**src/rtl/regfile_wb_queue_pkg.sv**
```systemverilog
// -----------------------------------------------------------------------------
// regfile_wb_queue_pkg
//
// Purpose:
//   Shared definitions for the writeback queue in front of the 32x32 MIPS
//   register file. It holds the register-file geometry, the $zero register
//   number, the queued entry layout and a one-hot decode helper that the
//   pending scoreboard uses.
//
// Contents:
//   REG_ADDR_W  register address width (5)
//   WORD_W      register word width (32)
//   NUM_REGS    number of architectural registers (32)
//   REG_ZERO    register number of $zero; writes to it are dropped
//   wb_entry_t  packed {addr, data} record stored in the FIFO
//   reg_onehot  one-hot decode of a register number
// -----------------------------------------------------------------------------
package regfile_wb_queue_pkg;

    localparam int REG_ADDR_W = 5;
    localparam int WORD_W     = 32;
    localparam int NUM_REGS   = 32;

    localparam logic [REG_ADDR_W-1:0] REG_ZERO = 5'd0;

    typedef struct packed {
        logic [REG_ADDR_W-1:0] addr;
        logic [WORD_W-1:0]     data;
    } wb_entry_t;

    localparam int ENTRY_W = $bits(wb_entry_t);

    function automatic logic [NUM_REGS-1:0] reg_onehot(input logic [REG_ADDR_W-1:0] a);
        logic [NUM_REGS-1:0] v;
        v    = '0;
        v[a] = 1'b1;
        return v;
    endfunction

endpackage

```
**src/rtl/regfile_wb_queue_wb_fifo.sv**
```systemverilog
// -----------------------------------------------------------------------------
// wb_fifo
//
// Purpose:
//   Generic synchronous in-order FIFO. Besides the usual head/full/empty view
//   it exposes every storage slot, a per-slot valid bit and the read pointer,
//   so the owner can search the queued contents (hazard scoreboard, bypass).
//
// Parameters:
//   DEPTH  number of entries, power of two, at least 2
//   W      entry width in bits
//
// Ports:
//   clk       rising-edge clock
//   rst       asynchronous active-high reset; empties the FIFO
//   i_push    write i_din at the tail (ignored while full)
//   i_din     entry to write
//   i_pop     drop the head entry (ignored while empty)
//   o_full    count == DEPTH
//   o_empty   count == 0
//   o_head    entry at the read pointer
//   o_vld     per-slot valid bits, indexed by storage slot
//   o_mem     raw storage slots
//   o_rd_ptr  slot index of the head (oldest) entry
// -----------------------------------------------------------------------------
module wb_fifo #(
    parameter int DEPTH = 4,
    parameter int W     = 37
) (
    input  logic                       clk,
    input  logic                       rst,
    input  logic                       i_push,
    input  logic [W-1:0]               i_din,
    input  logic                       i_pop,
    output logic                       o_full,
    output logic                       o_empty,
    output logic [W-1:0]               o_head,
    output logic [DEPTH-1:0]           o_vld,
    output logic [W-1:0]               o_mem [DEPTH],
    output logic [$clog2(DEPTH)-1:0]   o_rd_ptr
);

    localparam int PW = $clog2(DEPTH);
    localparam logic [PW:0] FULL_CNT = (PW+1)'(DEPTH);

    logic [W-1:0]     r_mem [DEPTH];
    logic [DEPTH-1:0] r_vld;
    logic [PW-1:0]    r_wr_ptr;
    logic [PW-1:0]    r_rd_ptr;
    logic [PW:0]      r_count;

    logic w_full;
    logic w_empty;
    logic w_push;
    logic w_pop;

    assign w_full  = (r_count == FULL_CNT);
    assign w_empty = (r_count == '0);

    // Guard the requests so a misbehaving caller can never corrupt state.
    assign w_push = i_push && !w_full;
    assign w_pop  = i_pop  && !w_empty;

    always_ff @(posedge clk or posedge rst) begin
        if (rst) begin
            for (int i = 0; i < DEPTH; i++) begin
                r_mem[i] <= '0;
            end
            r_vld    <= '0;
            r_wr_ptr <= '0;
            r_rd_ptr <= '0;
            r_count  <= '0;
        end else begin
            // Push and pop never address the same slot: that would need
            // count==0 (pop blocked) or count==DEPTH (push blocked).
            if (w_push) begin
                r_mem[r_wr_ptr] <= i_din;
                r_vld[r_wr_ptr] <= 1'b1;
                r_wr_ptr        <= r_wr_ptr + 1'b1;
            end
            if (w_pop) begin
                r_vld[r_rd_ptr] <= 1'b0;
                r_rd_ptr        <= r_rd_ptr + 1'b1;
            end
            case ({w_push, w_pop})
                2'b10:   r_count <= r_count + 1'b1;
                2'b01:   r_count <= r_count - 1'b1;
                default: r_count <= r_count;
            endcase
        end
    end

    assign o_full   = w_full;
    assign o_empty  = w_empty;
    assign o_head   = r_mem[r_rd_ptr];
    assign o_vld    = r_vld;
    assign o_mem    = r_mem;
    assign o_rd_ptr = r_rd_ptr;

endmodule

```
**src/rtl/regfile_wb_queue.sv**
```systemverilog
// -----------------------------------------------------------------------------
// regfile_wb_queue
//
// Purpose:
//   Write-side companion to the 32x32 MIPS register file. Writeback results
//   are accepted through a valid/ready handshake, queued in order, and
//   drained onto the regfile write port (a3/wd3/we3) whenever the port is
//   not held. A pending-write scoreboard lets issue logic stall on RAW
//   hazards against results that have not reached the regfile yet.
//
// Optional feature (macro WB_BYPASS_EN):
//   Adds two forwarding lookup ports that return the youngest queued value
//   for a register, so decode can forward instead of stalling.
//
// Ports:
//   clock      rising-edge clock
//   reset      asynchronous active-high reset; discards all queued writes
//   in_valid   a writeback result is offered
//   in_ready   queue can accept (== !full, registered state only)
//   in_addr    destination register
//   in_data    result value
//   wb_hold    regfile write port unavailable this cycle
//   a3/wd3/we3 regfile write port (a3/wd3 are 0 when we3 is 0)
//   pending    bit i set while a queued entry targets register i
//   empty      no entries queued
//   fwd_addr1/2, fwd_hit1/2, fwd_data1/2  (WB_BYPASS_EN only)
//
// Input handshake: a transfer happens at a rising edge where in_valid and
// in_ready are both 1. The producer holds in_addr/in_data stable while
// in_valid is 1 and in_ready is 0. in_ready depends only on registered
// state, never on in_valid or wb_hold. A transfer to $zero completes but
// stores nothing.
// -----------------------------------------------------------------------------
module regfile_wb_queue
    import regfile_wb_queue_pkg::*;
#(
    parameter int DEPTH = 4,
    parameter int AW    = 5,
    parameter int DW    = 32
) (
    input  logic                clock,
    input  logic                reset,
    input  logic                in_valid,
    output logic                in_ready,
    input  logic [AW-1:0]       in_addr,
    input  logic [DW-1:0]       in_data,
    input  logic                wb_hold,
    output logic [AW-1:0]       a3,
    output logic [DW-1:0]       wd3,
    output logic                we3,
    output logic [NUM_REGS-1:0] pending,
    output logic                empty
`ifdef WB_BYPASS_EN
    ,
    input  logic [AW-1:0]       fwd_addr1,
    input  logic [AW-1:0]       fwd_addr2,
    output logic                fwd_hit1,
    output logic                fwd_hit2,
    output logic [DW-1:0]       fwd_data1,
    output logic [DW-1:0]       fwd_data2
`endif
);

    localparam int PW = $clog2(DEPTH);

    wb_entry_t            w_in_entry;
    wb_entry_t            w_head;
    logic [ENTRY_W-1:0]   w_head_raw;
    logic [ENTRY_W-1:0]   w_mem_raw [DEPTH];
    logic [DEPTH-1:0]     w_vld;
    logic [PW-1:0]        w_rd_ptr;
    logic                 w_full;
    logic                 w_empty;
    logic                 w_push;
    logic                 w_drain;
    logic [NUM_REGS-1:0]  w_pending;

    // $zero writes complete the handshake but never occupy a slot.
    assign w_in_entry.addr = in_addr;
    assign w_in_entry.data = in_data;
    assign w_push          = in_valid && !w_full && (in_addr != REG_ZERO);

    // The head is written this cycle and popped at the coming edge.
    assign w_drain = !w_empty && !wb_hold;

    wb_fifo #(
        .DEPTH (DEPTH),
        .W     (ENTRY_W)
    ) u_fifo (
        .clk      (clock),
        .rst      (reset),
        .i_push   (w_push),
        .i_din    (w_in_entry),
        .i_pop    (w_drain),
        .o_full   (w_full),
        .o_empty  (w_empty),
        .o_head   (w_head_raw),
        .o_vld    (w_vld),
        .o_mem    (w_mem_raw),
        .o_rd_ptr (w_rd_ptr)
    );

    assign w_head = wb_entry_t'(w_head_raw);

    assign in_ready = !w_full;
    assign empty    = w_empty;
    assign we3      = w_drain;
    assign a3       = w_drain ? w_head.addr : '0;
    assign wd3      = w_drain ? w_head.data : '0;

    // Scoreboard: OR of one-hot decodes of every valid slot. A popped
    // slot drops out after the pop edge; a duplicate target keeps its bit.
    always_comb begin
        wb_entry_t e;
        w_pending = '0;
        for (int i = 0; i < DEPTH; i++) begin
            e = wb_entry_t'(w_mem_raw[i]);
            if (w_vld[i]) begin
                w_pending = w_pending | reg_onehot(e.addr);
            end
        end
        w_pending[0] = 1'b0;
    end

    assign pending = w_pending;

`ifdef WB_BYPASS_EN
    // Walk slots from oldest to youngest so the last match, i.e. the
    // youngest write to the register, is the one that is forwarded.
    always_comb begin
        wb_entry_t     e;
        logic [PW-1:0] idx;
        fwd_hit1  = 1'b0;
        fwd_hit2  = 1'b0;
        fwd_data1 = '0;
        fwd_data2 = '0;
        for (int k = 0; k < DEPTH; k++) begin
            idx = w_rd_ptr + PW'(k);
            e   = wb_entry_t'(w_mem_raw[idx]);
            if (w_vld[idx] && (fwd_addr1 != REG_ZERO) && (e.addr == fwd_addr1)) begin
                fwd_hit1  = 1'b1;
                fwd_data1 = e.data;
            end
            if (w_vld[idx] && (fwd_addr2 != REG_ZERO) && (e.addr == fwd_addr2)) begin
                fwd_hit2  = 1'b1;
                fwd_data2 = e.data;
            end
        end
    end
`else
    // Without forwarding the read pointer and stored data are only needed
    // through the head; fold them into a sink so the intent is explicit.
    logic w_unused_sink;
    always_comb begin
        w_unused_sink = ^w_rd_ptr;
        for (int i = 0; i < DEPTH; i++) begin
            w_unused_sink = w_unused_sink ^ (^w_mem_raw[i]);
        end
    end
`endif

endmodule

```
**config.mk**
```make
export PLATFORM = sky130hd
export DESIGN_NAME = regfile_wb_queue
export DESIGN_NICKNAME = d
export VERILOG_FILES = /design/src/rtl/regfile_wb_queue_pkg.sv /design/src/rtl/regfile_wb_queue_wb_fifo.sv /design/src/rtl/regfile_wb_queue.sv
export SDC_FILE = /design/constraint.sdc
export NUM_CORES = 1
export LEC_CHECK = 0
export BUFFER_PORTS_ARGS = -buffer_cell sky130_fd_sc_hd__buf_2
export CAP_MARGIN = 0
export CORE_MARGIN = 2
export CORE_UTILIZATION = 40
export DETAILED_ROUTE_END_ITERATION = 10
export PLACE_DENSITY = 0.58
export REMOVE_ABC_BUFFERS = 1
export SYNTH_ARGS = -nofsm -noshare
export SYNTH_HDL_FRONTEND = slang
export SYNTH_SLANG_ARGS = --single-unit
```
**constraint.sdc**
```tcl
create_clock -name clock -period 6.5 [get_ports clock]
set_clock_uncertainty 0.2 [all_clocks]
set_input_delay 0.325 -clock clock [delete_from_list [all_inputs] [get_ports clock]]
set_output_delay 0.325 -clock clock [all_outputs]
set_load 0.005 [all_outputs]
```
==> impl_table.tex, run 1 <==
\begin{tabular}{lr}
\hline
Metric & Value \\
\hline
\multicolumn{2}{l}{\textbf{Pwr}} \\
\quad Power Internal & 0.00348 W \\
\quad Switching Power & 0.00181 W \\
\quad Share of power burned in registers & 37.8\% \\
\quad Combinational share of power & 43.1\% \\
\quad Power density over cell area & 519 nW/µm² \\
\quad Clock network fraction of total power & 19.1\% \\
\quad LEAKAGE & 4.42 nW \\
\quad Net switching fraction of the power & 34.2\% \\
\quad Worst voltage drop across the vdd grid & 0.247 mV \\
\multicolumn{2}{l}{\textbf{Floorplanning}} \\
\quad Number of placed I/O pins & 113 \\
\quad Area of the core & 21,000 µm² \\
\quad Die H & 150 µm \\
\quad Die area & 22,500 µm² \\
\quad Die Width & 150 µm \\
\quad Initial standard-cell utilization of the core & 40.7\% \\
\quad Number of placement rows & 53 \\
\multicolumn{2}{l}{\textbf{Critical path}} \\
\quad Worst-path maximum fanout & 25 \\
\quad Kind of start point of the critical path & flop \\
\quad Max incr delay on CP & 680 ps \\
\quad Arrival time reported for the critical path endpoint & 2500 ps \\
\quad Critical-path cell with the highest stage delay & sky130\_fd\_sc\_hd\_\_dfrtp\_2 \\
\quad Cell Chain, Critical Path & buf\_4, mux4\_2, and2\_1, buf\_2 \\
\quad Crit end category & output pin \\
\quad CP Class & flop to output pin \\
\quad Required time reported for the critical path endpoint & 5970 ps \\
\multicolumn{2}{l}{\textbf{Placement}} \\
\quad Post-placement worst setup slack & 3710 ps \\
\quad Quantity of I/O buffers inserted on ports & 111 \\
\quad Last weighted congestion value of the routability-driven placer & 1.01 \\
\quad Detailed-placement wirelength estimate & 13,900 µm \\
\multicolumn{2}{l}{\textbf{Timing}} \\
\quad RSZ-0062 raised after global routing & no \\
\quad Final count of negative-setup-slack endpoints & 0 \\
\quad Tightest slew margin relative to the limit & 42.3\% \\
\quad Number of pins with negative max-slew slack in the final report & 0 \\
\quad Worst hold slack & 12.9 ps \\
\quad Worst slew pin tran & 866 ps \\
\quad Highest clock rate & 330 MHz \\
\quad Setup TNS & 0 ps \\
\quad Minimum period implied by the final worst setup slack & 3030 ps \\
\quad Final count of hold timing violations & 0 \\
\quad Final period utilization & 46.6\% \\
\quad Smallest setup slack after layout & 3470 ps \\
\multicolumn{2}{l}{\textbf{Clock network}} \\
\quad Root cell of the clock tree & sky130\_fd\_sc\_hd\_\_clkbuf\_16 \\
\quad CTS Buf Count & 17 \\
\quad Maximum level of the CTS H-tree & 4 \\
\quad CTS sink cnt & 159 \\
\quad TritonCTS clock tree & done \\
\quad Total setup buffers inserted after CTS & 0 \\
\quad Worst-path clk slew & 70 ps \\
\quad Post-cts sizing count & 0 \\
\quad Longest Clk Path Bufs & 2 \\
\quad Later-pin clock latency in the skew report & 420 ps \\
\multicolumn{2}{l}{\textbf{Synth}} \\
\quad Register bit total from synthesis & 159 \\
\quad Register area share after synthesis & 46.6\% \\
\quad Number of warnings printed during yosys synthesis & 0 \\
\quad Syn\_area\_per\_cell & 14.5 µm² \\
\quad Post-Syn Instances & 589 \\
\quad Area of the mapped netlist & 8540 µm² \\
\quad Number of different library cells in the post-synthesis netlist & 37 \\
\multicolumn{2}{l}{\textbf{Layout}} \\
\quad Commonest cells after routing, fill and taps aside & 157 x sky130\_fd\_sc\_hd\_\_dfrtp\_1, 111 x sky130\_fd\_sc\_hd\_\_buf\_2, 76 x sky130\_fd\_sc\_hd\_\_mux2\_4 \\
\quad Number of filler instances in the final layout & 1,874 \\
\quad Area added between synthesis and finish & 19.3\% \\
\quad Final standard cell utilization of the core & 48.6\% \\
\quad Number of nets in the finished design & 767 \\
\quad Layout cells sized above 1 & 47.7\% \\
\quad Commonest non-fill, non-tap cell in the layout & sky130\_fd\_sc\_hd\_\_dfrtp\_1 \\
\multicolumn{2}{l}{\textbf{GRT}} \\
\quad Number of antenna violations at the first check in global routing & 1 \\
\quad Global-route wire length before repair & 33,100 µm \\
\quad Vias in the first global route & 5,909 \\
\quad Residual overflow from global routing & 0 \\
\quad Largest net degree at the start of global routing & 96 \\
\quad Global router's overall resource usage & 19.1\% \\
\multicolumn{2}{l}{\textbf{Drt}} \\
\quad Number of DRC markers after the initial detailed-route iteration & 325 \\
\quad Post-detailed-route DRC marker count & 0 \\
\quad Overall routed net length & 21,100 µm \\
\quad Routed length per instance & 21.0 µm \\
\quad Remaining antenna violation count after routing & 0 \\
\quad Count of TritonRoute iterations in the first routing pass & 5 \\
\quad Via Count & 5,645 \\
\quad Post-DR vias/cell & 5.62 \\
\multicolumn{2}{l}{\textbf{Run status}} \\
\quad Outcome & finished clean \\
\multicolumn{2}{l}{\textbf{Worst hold path}} \\
\quad Worst hold path type & input port to flop \\
\multicolumn{2}{l}{\textbf{Job}} \\
\quad Reported max-cap violation count & 0 \\
\hline
\end{tabular}
[stage by stage]
| step | instance area, µm² | std cells | total power [W] |
|---|---|---|---|
| floorplan | 8280 | 548 | 0.00358 |
| global placement | 9280 | 941 | 0.00419 |
| detailed placement | 9280 | 941 | 0.00428 |
| CTS | 10200 | 1004 | 0.00533 |
| global route | 10200 | 1005 | 0.00561 |
| finish | 10200 | 1005 | 0.00529 |
[registers in the layout, indices dropped and copies added, names as in the netlist]
name             flops
u_fifo.o_mem       148
u_fifo.r_wr_ptr      2
u_fifo.o_vld         4
u_fifo.o_rd_ptr      2
u_fifo.r_count       3
[power groups by stage]
stage | registers, W | logic, W | clock network, W
after floorplan | 0.00184 | 0.00174 | 0
after global placement | 0.00197 | 0.00222 | 0
after detailed placement | 0.00201 | 0.00228 | 0
after CTS | 0.00200 | 0.00230 | 0.00103
after global routing | 0.00208 | 0.00245 | 0.00108
final | 0.00200 | 0.00228 | 0.00101
[metal layers]
metal	GRT usage (%)	wire, µm	share of wire (%)
met2	32.8	10700	51
met4	6.37	376	1.8
met3	3.76	929	4.4
met1	24.4	9130	43
met5	0	0	0
[final timing paths]
kind                                    start            endpoint  slack [ps]  depth (start not counted)
min in group asynchronous               reset    u_fifo.o_mem[97]         440                          3
min reg2reg                 u_fifo.o_mem[140]   u_fifo.o_mem[140]         300                          1
min                                in_data[1]    u_fifo.o_mem[75]          10                          2
max reg2reg                u_fifo.r_wr_ptr[1]    u_fifo.o_mem[96]        3790                          6
max in group asynchronous               reset  u_fifo.o_rd_ptr[0]        4220                          4
max                        u_fifo.o_rd_ptr[1]              wd3[1]        3470                          4
[logic make-up after synthesis]
kind of cell / after synthesis / share of synthesized area [%]
AO/OA/AOI/OAI: 71 / 7.00
XOR/XNOR: 5 / 0.513
adder cells (fa/ha/maj): 10 / 1.55
buffers and inverters: 52 / 3.53
flip-flops: 159 / 46.6
multiplexers: 188 / 33.0
other: 1 / 0.0439
AND/OR/NAND/NOR: 103 / 7.75
[layout make-up]
class,instances,area [µm²],share of cell area (%)
antenna,1,2.50,0.0246
clock buffer,19,443,4.35
clock inverter,13,151,1.49
inverter,11,46.3,0.455
multi-input combinational,378,4300,42.2
sequential,159,3980,39.1
tap,275,344,3.38
timing repair buffer,149,918,9.02
[worst max-delay path: cells and delay by family (launching register included)]
family,cells,cell delay (ps)
DFF,1,680
buffers and inverters,2,620
muxes,1,590
and+or+nand+nor,1,170
[synthesized netlist by cell type (all sizes together)]
cell | instances | share of area, %
nand2 | 12 | 0.53
a2bb2oi | 4 | 0.41
fa | 1 | 0.23
nor2 | 7 | 0.31
a211o | 1 | 0.10
nor4b | 2 | 0.21
clkbuf | 13 | 0.57
and4 | 2 | 0.21
nor3b | 1 | 0.15
nand4 | 2 | 0.15
buf | 28 | 2.5
or2 | 2 | 0.15
dfrtp | 159 | 47
mux2 | 150 | 23
ha | 9 | 1.3
nor4 | 1 | 0.25
a22oi | 31 | 2.7
xnor2 | 3 | 0.31
conb | 1 | 0.044
and2 | 39 | 2.9
nand2b | 4 | 0.29
xor2 | 2 | 0.21
nor3 | 1 | 0.059
mux2i | 1 | 0.12
inv | 11 | 0.48
and4b | 6 | 0.70
nand3 | 8 | 0.47
nor2b | 10 | 0.73
a211oi | 4 | 0.59
o221ai | 31 | 3.2
mux4 | 37 | 9.8
nor4bb | 6 | 0.70
[timing repair]
item / in CTS / in global routing
hold endpoints to repair: 211 / 0
setup endpoints to repair: 0 / 0
hold buffers: 31 / 0
Note: power is estimated with default switching activity, not from simulation.
==> run 2, diff against run 1 <==
- clock period: 6.5 -> 2.9 ns (I/O delays scaled with it)
==> run 2 against run 1 <==
Critical path depth unchanged. Highest routed layer unchanged. Largest cell class unchanged. Flip-flop and latch count unchanged. Hold slack improved by 33 ps. Clock power increased by 130%. Critical path type unchanged.
==> impl_table.tex, run 2 (synthesized netlist as in run 1, its figures left out) <==
\begin{tabular}{lr}
\hline
Metric & Value \\
\hline
\multicolumn{2}{l}{\textbf{Drt}} \\
\quad Number of DRC markers after the initial detailed-route iteration & 335 (was 325) \\
\quad Count of TritonRoute iterations in the first routing pass & 5 (unchanged) \\
\quad Overall routed net length & 21,100 µm (about the same) \\
\quad Via Count & 5,714 (was 5,645) \\
\quad Remaining antenna violation count after routing & 0 (unchanged) \\
\quad Post-DR vias/cell & 5.59 (was 5.62) \\
\quad Post-detailed-route DRC marker count & 0 (unchanged) \\
\quad Routed length per instance & 20.6 µm (was 21.0 µm) \\
\multicolumn{2}{l}{\textbf{Timing}} \\
\quad Number of pins with negative max-slew slack in the final report & 0 (unchanged) \\
\quad Final count of hold timing violations & 0 (unchanged) \\
\quad Final count of negative-setup-slack endpoints & 0 (unchanged) \\
\quad Tightest slew margin relative to the limit & 47.6\% (was 42.3\%) \\
\quad Final period utilization & 90.2\% \\
\quad RSZ-0062 raised after global routing & no (unchanged) \\
\quad Worst slew pin tran & 784 ps (was 866 ps) \\
\quad Minimum period implied by the final worst setup slack & 2620 ps \\
\quad Highest clock rate & 382 MHz \\
\quad Smallest setup slack after layout & 284 ps (was 3470 ps) \\
\multicolumn{2}{l}{\textbf{Critical path}} \\
\quad Category of cells accounting for the largest share of critical-path delay & flip-flops (unchanged) \\
\quad Kind of start point of the critical path & flop (unchanged) \\
\quad Depth of the worst register-to-register path & 9 (was 6) \\
\quad Cell Chain, Critical Path & buf\_12, mux4\_2, and2\_1, buf\_2 (was buf\_4, mux4\_2, and2\_1, buf\_2) \\
\quad Buffers and inverters on the worst path & 2 (unchanged) \\
\quad Endpoint of the lowest-slack register-to-register path & u\_fifo.r\_count[2] (was u\_fifo.o\_mem[96]) \\
\quad Worst-path maximum fanout & 27 (was 25) \\
\quad Arrival time reported for the critical path endpoint & 2270 ps (was 2500 ps) \\
\quad Critical-path cell with the highest stage delay & sky130\_fd\_sc\_hd\_\_dfrtp\_4 (was sky130\_fd\_sc\_hd\_\_dfrtp\_2) \\
\quad Crit end category & output pin (unchanged) \\
\quad CP Class & flop to output pin (unchanged) \\
\quad Max incr delay on CP & 790 ps (was 680 ps) \\
\quad Startpoint of the most critical register-to-register path & u\_fifo.r\_count[0] (was u\_fifo.r\_wr\_ptr[1]) \\
\quad Slack of the worst reg-to-reg path & 520 ps (was 3790 ps) \\
\quad Required time reported for the critical path endpoint & 2560 ps (was 5970 ps) \\
\quad Critical path depth & 4 (unchanged) \\
\multicolumn{2}{l}{\textbf{Clock network}} \\
\quad TritonCTS clock tree & done (unchanged) \\
\quad Worst-path clk slew & 60 ps (was 70 ps) \\
\quad Maximum level of the CTS H-tree & 4 (unchanged) \\
\quad Root cell of the clock tree & sky130\_fd\_sc\_hd\_\_clkbuf\_16 (unchanged) \\
\quad Longest Clk Path Bufs & 2 (unchanged) \\
\quad Later-pin clock latency in the skew report & 420 ps (about the same) \\
\quad CTS sink cnt & 159 (unchanged) \\
\quad CTS Buf Count & 17 (unchanged) \\
\quad Total setup buffers inserted after CTS & 0 (unchanged) \\
\multicolumn{2}{l}{\textbf{GRT}} \\
\quad Global router's overall resource usage & 19.3\% (was 19.1\%) \\
\quad Vias in the first global route & 6,037 (was 5,909) \\
\quad GRT met1 Usage & 26.9\% (was 24.4\%) \\
\quad Layer with the highest usage after global routing & met2 (unchanged) \\
\quad Global-route met3 utilization & 3.33\% (was 3.76\%) \\
\quad Number of antenna violations at the first check in global routing & 0 (was 1) \\
\quad Residual overflow from global routing & 0 (unchanged) \\
\quad Largest net degree at the start of global routing & 62 (was 96) \\
\quad Met2 track demand over resource & 31.2\% (was 32.8\%) \\
\quad Global-route wire length before repair & 33,700 µm (was 33,100 µm) \\
\multicolumn{2}{l}{\textbf{Pwr}} \\
\quad Total power after layout & 0.0120 W (was 0.00529 W) \\
\quad Power density over cell area & 1160 nW/µm² (was 519 nW/µm²) \\
\quad Worst voltage drop across the vdd grid & 0.538 mV (was 0.247 mV) \\
\quad LEAKAGE & 4.52 nW (was 4.42 nW) \\
\multicolumn{2}{l}{\textbf{Layout}} \\
\quad Commonest cells after routing, fill and taps aside & 157 x sky130\_fd\_sc\_hd\_\_dfrtp\_1, 111 x sky130\_fd\_sc\_hd\_\_buf\_2, 76 x sky130\_fd\_sc\_hd\_\_mux2\_4 (unchanged) \\
\quad Total area of multi-input combinational cells & 4300 µm² (unchanged) \\
\quad Number of nets in the finished design & 786 (was 767) \\
\quad Area of all sequential standard cells & 3980 µm² (unchanged) \\
\quad Layout cells sized above 1 & 48.0\% (was 47.7\%) \\
\quad Number of filler instances in the final layout & 1,853 (was 1,874) \\
\quad Commonest non-fill, non-tap cell in the layout & sky130\_fd\_sc\_hd\_\_dfrtp\_1 (unchanged) \\
\quad Area added between synthesis and finish & 21.9\% (was 19.3\%) \\
\quad \# diodes & 0 (was 1) \\
\quad Largest register FFs & 148 (unchanged) \\
\multicolumn{2}{l}{\textbf{Floorplanning}} \\
\quad Number of placed I/O pins & 113 (unchanged) \\
\quad Die area & 22,500 µm² (unchanged) \\
\quad Die Width & 150 µm (unchanged) \\
\quad Die H & 150 µm (unchanged) \\
\quad Area of the core & 21,000 µm² (unchanged) \\
\quad Number of placement rows & 53 (unchanged) \\
\quad Initial standard-cell utilization of the core & 40.7\% (unchanged) \\
\multicolumn{2}{l}{\textbf{Job}} \\
\quad Reported max-cap violation count & 0 (unchanged) \\
\multicolumn{2}{l}{\textbf{Placement}} \\
\quad Post-placement worst setup slack & 536 ps (was 3710 ps) \\
\quad Detailed-placement wirelength estimate & 14,600 µm (was 13,900 µm) \\
\quad Last weighted congestion value of the routability-driven placer & 0.888 (was 1.01) \\
\quad Quantity of I/O buffers inserted on ports & 111 (unchanged) \\
\multicolumn{2}{l}{\textbf{Worst hold path}} \\
\quad Worst hold path type & input port to asynchronous set/reset pin (was input port to flop) \\
\multicolumn{2}{l}{\textbf{Run status}} \\
\quad Outcome & finished clean (unchanged) \\
\hline
\end{tabular}
[run 2: cell count changes in the layout (fill, tap and decap cells not counted), sizes merged]
| cell | previous run | this run |
|---|---|---|
| diode | 1 | 0 |
| clkinvlp | 3 | 5 |
| bufinv | 2 | 3 |
| inv | 16 | 12 |
| dlygate4sd3 | 31 | 39 |
| clkinv | 3 | 4 |
| buf | 118 | 129 |
[run 2: report_power, final]
part | internal [W] | total (W) | switching, W
Sequential | 0.00338 | 0.00438 | 0.00100
Combinational | 0.00321 | 0.00536 | 0.00216
Clock | 0.00138 | 0.00229 | 0.000908
Total | 0.00796 | 0.0120 | 0.00407
[run 2: final cells by class]
cell class              count  area share, %
multi-input cells         378           41.3
flip-flops and latches    159           38.3
repair buffers            168           10.9
clock buffers              19           4.26
well taps                 275           3.31
clock inverters            13           1.57
inverters                  11          0.445
[run 2: worst max path at each step]
| stage | to | startpoint | slack [ps] |
|---|---|---|---|
| 2_1_floorplan | u_fifo.o_mem[0] | reset | -1740 |
| 3_3_place_gp | u_fifo.r_count[2] | u_fifo.r_count[0] | 620 |
| 3_5_place_dp | u_fifo.r_count[2] | u_fifo.r_count[0] | 540 |
| 4_1_cts | wd3[2] | u_fifo.o_rd_ptr[0] | 210 |
| 5_1_grt | wd3[2] | u_fifo.o_rd_ptr[0] | 120 |
| 6_report | wd3[7] | u_fifo.o_rd_ptr[0] | 280 |
[run 2: worst register-to-register path, cell delays in order (launching register included)]
cell and delay (ps):
sky130_fd_sc_hd__dfrtp_1 430, sky130_fd_sc_hd__nor3b_2 190, sky130_fd_sc_hd__buf_4 220, sky130_fd_sc_hd__a211o_1 190, sky130_fd_sc_hd__ha_1 200, sky130_fd_sc_hd__inv_1 60
sky130_fd_sc_hd__fa_1 370, sky130_fd_sc_hd__xor2_1 150, sky130_fd_sc_hd__nor2_1 140, sky130_fd_sc_hd__xor2_1 160
[run 2: per-layer routing]
layer / up-vias / routed length (µm)
met5: - / 0
met4: 0 / 238
met3: 17 / 932
met2: 161 / 10300
met1: 3012 / 9650
li1: 2524 / -
[run 2: metrics by stage]
stage          utilization, %  std cells  instance area [µm²]  TNS [ps]  hold WS [ps]
2_1_floorplan               -        548                 8280   -346070          93.1
3_3_place_gp             44.9        952                 9410         0         -48.9
3_5_place_dp             44.9        952                 9410         0         -48.8
4_1_cts                  49.7       1023                10400         0          46.7
5_1_grt                  49.7       1023                10400         0          81.9
6_report                 49.7       1023                10400         0          46.1
[run 2: what timing repair did]
item,CTS,global route
gates resized for setup,0,0
hold endpoints to repair,308,0
hold buffers,39,0
endpoints found under the setup margin,0,0
==> run 3, diff against run 2 <==
- RECOVER_POWER: not set -> 50
==> run 3 against run 2 <==
The flow now finishes with violations (capacitance limit, slew limit). Die area is the same. Routed wire length shrank 0.23%. Worst setup slack lost 0.82 ps. Hold slack gained 44 ps. Largest power group unchanged.
==> impl_table.tex, run 3 (synthesized netlist as in run 1, its figures left out) <==
\begin{tabular}{lr}
\hline
Metric & Value \\
\hline
\multicolumn{2}{l}{\textbf{Layout}} \\
\quad Number of filler instances in the final layout & 1,877 (was 1,853) \\
\quad Total area of multi-input combinational cells & 4220 µm² (was 4300 µm²) \\
\quad Commonest non-fill, non-tap cell in the layout & sky130\_fd\_sc\_hd\_\_dfrtp\_1 (unchanged) \\
\quad Largest register FFs & 148 (unchanged) \\
\quad Layout cells sized above 1 & 45.5\% (was 48.0\%) \\
\quad Commonest cells after routing, fill and taps aside & 157 x sky130\_fd\_sc\_hd\_\_dfrtp\_1, 109 x sky130\_fd\_sc\_hd\_\_buf\_2, 74 x sky130\_fd\_sc\_hd\_\_mux2\_2 (was 157 x sky130\_fd\_sc\_hd\_\_dfrtp\_1, 111 x sky130\_fd\_sc\_hd\_\_buf\_2, 76 x sky130\_fd\_sc\_hd\_\_mux2\_4) \\
\quad Area added between synthesis and finish & 20.6\% (was 21.9\%) \\
\quad \# diodes & 0 (unchanged) \\
\quad Area of all sequential standard cells & 3980 µm² (unchanged) \\
\quad Number of nets in the finished design & 786 (unchanged) \\
\multicolumn{2}{l}{\textbf{Clock network}} \\
\quad TritonCTS clock tree & done (unchanged) \\
\quad CTS sink cnt & 159 (unchanged) \\
\quad Post-cts sizing count & 0 (unchanged) \\
\quad Later-pin clock latency in the skew report & 420 ps (about the same) \\
\quad Maximum level of the CTS H-tree & 4 (unchanged) \\
\quad Worst-path clk slew & 70 ps (was 60 ps) \\
\quad Root cell of the clock tree & sky130\_fd\_sc\_hd\_\_clkbuf\_16 (unchanged) \\
\quad CTS Buf Count & 17 (unchanged) \\
\quad Longest Clk Path Bufs & 2 (unchanged) \\
\multicolumn{2}{l}{\textbf{Worst hold path}} \\
\quad Worst hold path type & input port to flop (was input port to asynchronous set/reset pin) \\
\quad Hold path cells & 4 \\
\multicolumn{2}{l}{\textbf{Timing}} \\
\quad Worst hold slack & 89.9 ps (was 46.1 ps) \\
\quad Final count of negative-setup-slack endpoints & 0 (unchanged) \\
\quad Highest clock rate & 382 MHz (about the same) \\
\quad Tightest slew margin relative to the limit & -10.5\% (was 47.6\%) \\
\quad Final period utilization & 90.2\% (about the same) \\
\quad Final count of hold timing violations & 0 (unchanged) \\
\quad Minimum period implied by the final worst setup slack & 2620 ps (about the same) \\
\quad RSZ-0062 raised after global routing & no (unchanged) \\
\quad Number of pins with negative max-slew slack in the final report & 37 (was 0) \\
\quad Worst slew pin tran & 1650 ps (was 784 ps) \\
\multicolumn{2}{l}{\textbf{Floorplanning}} \\
\quad Initial standard-cell utilization of the core & 40.7\% (unchanged) \\
\quad Area of the core & 21,000 µm² (unchanged) \\
\quad Number of placed I/O pins & 113 (unchanged) \\
\quad Die H & 150 µm (unchanged) \\
\quad Die area & 22,500 µm² (unchanged) \\
\quad Die Width & 150 µm (unchanged) \\
\quad Number of placement rows & 53 (unchanged) \\
\multicolumn{2}{l}{\textbf{GRT}} \\
\quad Global-route wire length before repair & 33,700 µm (unchanged) \\
\quad Number of antenna violations at the first check in global routing & 0 (unchanged) \\
\quad Residual overflow from global routing & 0 (unchanged) \\
\quad Vias in the first global route & 6,037 (unchanged) \\
\quad Global router's overall resource usage & 19.3\% (unchanged) \\
\quad Largest net degree at the start of global routing & 62 (unchanged) \\
\multicolumn{2}{l}{\textbf{Drt}} \\
\quad Post-detailed-route DRC marker count & 0 (unchanged) \\
\quad Overall routed net length & 21,100 µm (about the same) \\
\quad Count of TritonRoute iterations in the first routing pass & 5 (unchanged) \\
\quad Via Count & 5,766 (was 5,714) \\
\quad Post-DR vias/cell & 5.64 (was 5.59) \\
\quad Routed length per instance & 20.6 µm (about the same) \\
\quad Number of DRC markers after the initial detailed-route iteration & 362 (was 335) \\
\quad Remaining antenna violation count after routing & 0 (unchanged) \\
\multicolumn{2}{l}{\textbf{Critical path}} \\
\quad CP Class & flop to output pin (unchanged) \\
\quad Worst-path maximum fanout & 27 (unchanged) \\
\quad Arrival time reported for the critical path endpoint & 2270 ps (about the same) \\
\quad Crit end category & output pin (unchanged) \\
\quad Slack of the worst reg-to-reg path & 380 ps (was 520 ps) \\
\quad Depth of the worst register-to-register path & 5 (was 9) \\
\quad Kind of start point of the critical path & flop (unchanged) \\
\quad Required time reported for the critical path endpoint & 2560 ps (about the same) \\
\multicolumn{2}{l}{\textbf{Pwr}} \\
\quad Power density over cell area & 1150 nW/µm² (was 1160 nW/µm²) \\
\quad Worst voltage drop across the vdd grid & 0.538 mV (about the same) \\
\quad LEAKAGE & 4.46 nW (was 4.52 nW) \\
\quad Total power after layout & 0.0119 W (was 0.0120 W) \\
\multicolumn{2}{l}{\textbf{Placement}} \\
\quad Quantity of I/O buffers inserted on ports & 111 (unchanged) \\
\quad Last weighted congestion value of the routability-driven placer & 0.888 (unchanged) \\
\quad Detailed-placement wirelength estimate & 14,600 µm (unchanged) \\
\multicolumn{2}{l}{\textbf{Run status}} \\
\quad Failing checks & capacitance limit, slew limit \\
\quad Outcome & complete, but fails checks (was finished clean) \\
\multicolumn{2}{l}{\textbf{Job}} \\
\quad Reported max-cap violation count & 1 (was 0) \\
\hline
\end{tabular}
## run 3: cell types whose count changed in the layout (fill, tap and decap cells not counted), sizes merged
cell	delta
clkbuf	+8
buf	-8
clkinvlp	+1
inv	-1
## run 3: through the flow
| step | instance area [µm²] | setup slack (ps) | std cells | TNS (ps) | util [%] |
|---|---|---|---|---|---|
| 6_report | 10300 | 283 | 1023 | 0 | 49.1 |
| 4_1_cts | 10400 | 211 | 1023 | 0 | 49.7 |
| 5_1_grt | 10300 | 123 | 1023 | 0 | 49.1 |
| 2_1_floorplan | 8280 | -1740 | 548 | -346070 | - |
| 3_3_place_gp | 9410 | 625 | 952 | 0 | 44.9 |
| 3_5_place_dp | 9410 | 536 | 952 | 0 | 44.9 |
## run 3: final timing paths
path | from | end
hold / removal | wb_hold | u_fifo.r_count[0]
hold reg to reg | u_fifo.o_mem[113] | u_fifo.o_mem[113]
setup / recovery | u_fifo.o_rd_ptr[0] | wd3[7]
setup reg to reg | u_fifo.r_count[2] | u_fifo.o_mem[132]
min in group asynchronous | reset | u_fifo.o_mem[26]
max in group asynchronous | reset | u_fifo.o_mem[121]
## run 3: critical path: stages (launching register included)
cell	delay [ps]
sky130_fd_sc_hd__dfrtp_4	790
sky130_fd_sc_hd__buf_12	250
sky130_fd_sc_hd__mux4_2	510
sky130_fd_sc_hd__and2_1	170
sky130_fd_sc_hd__buf_2	130
## run 3: where the power goes
part           internal, W  switching [W]
Combinational      0.00310        0.00213
Clock              0.00138       0.000905
Sequential         0.00338       0.000999
## run 3: cell type report
| class | count | share of cell area [%] |
|---|---|---|
| tap | 275 | 3.34 |
| sequential | 159 | 38.7 |
| clock buffer | 19 | 4.30 |
| inverter | 11 | 0.413 |
| clock inverter | 13 | 1.59 |
| timing repair buffer | 168 | 10.7 |
| multi-input combinational | 378 | 41.0 |
## run 3: timing repair
action,4_1_cts,5_1_grt
buffers inserted,0,0
endpoints found under the hold margin,308,0
endpoints found under the setup margin,0,0
hold buffers,39,0
## run 3: layer usage
metal | part of all wire (%) | up-vias | GRT usage (%) | wire length, µm
met1 | 45 | 3033 | 26.9 | 9470
met2 | 49 | 187 | 31.2 | 10300
li1 | - | 2529 | - | -
met3 | 4.9 | 17 | 3.33 | 1040
met5 | 0 | - | 0 | 0
met4 | 1.2 | 0 | 5.47 | 257
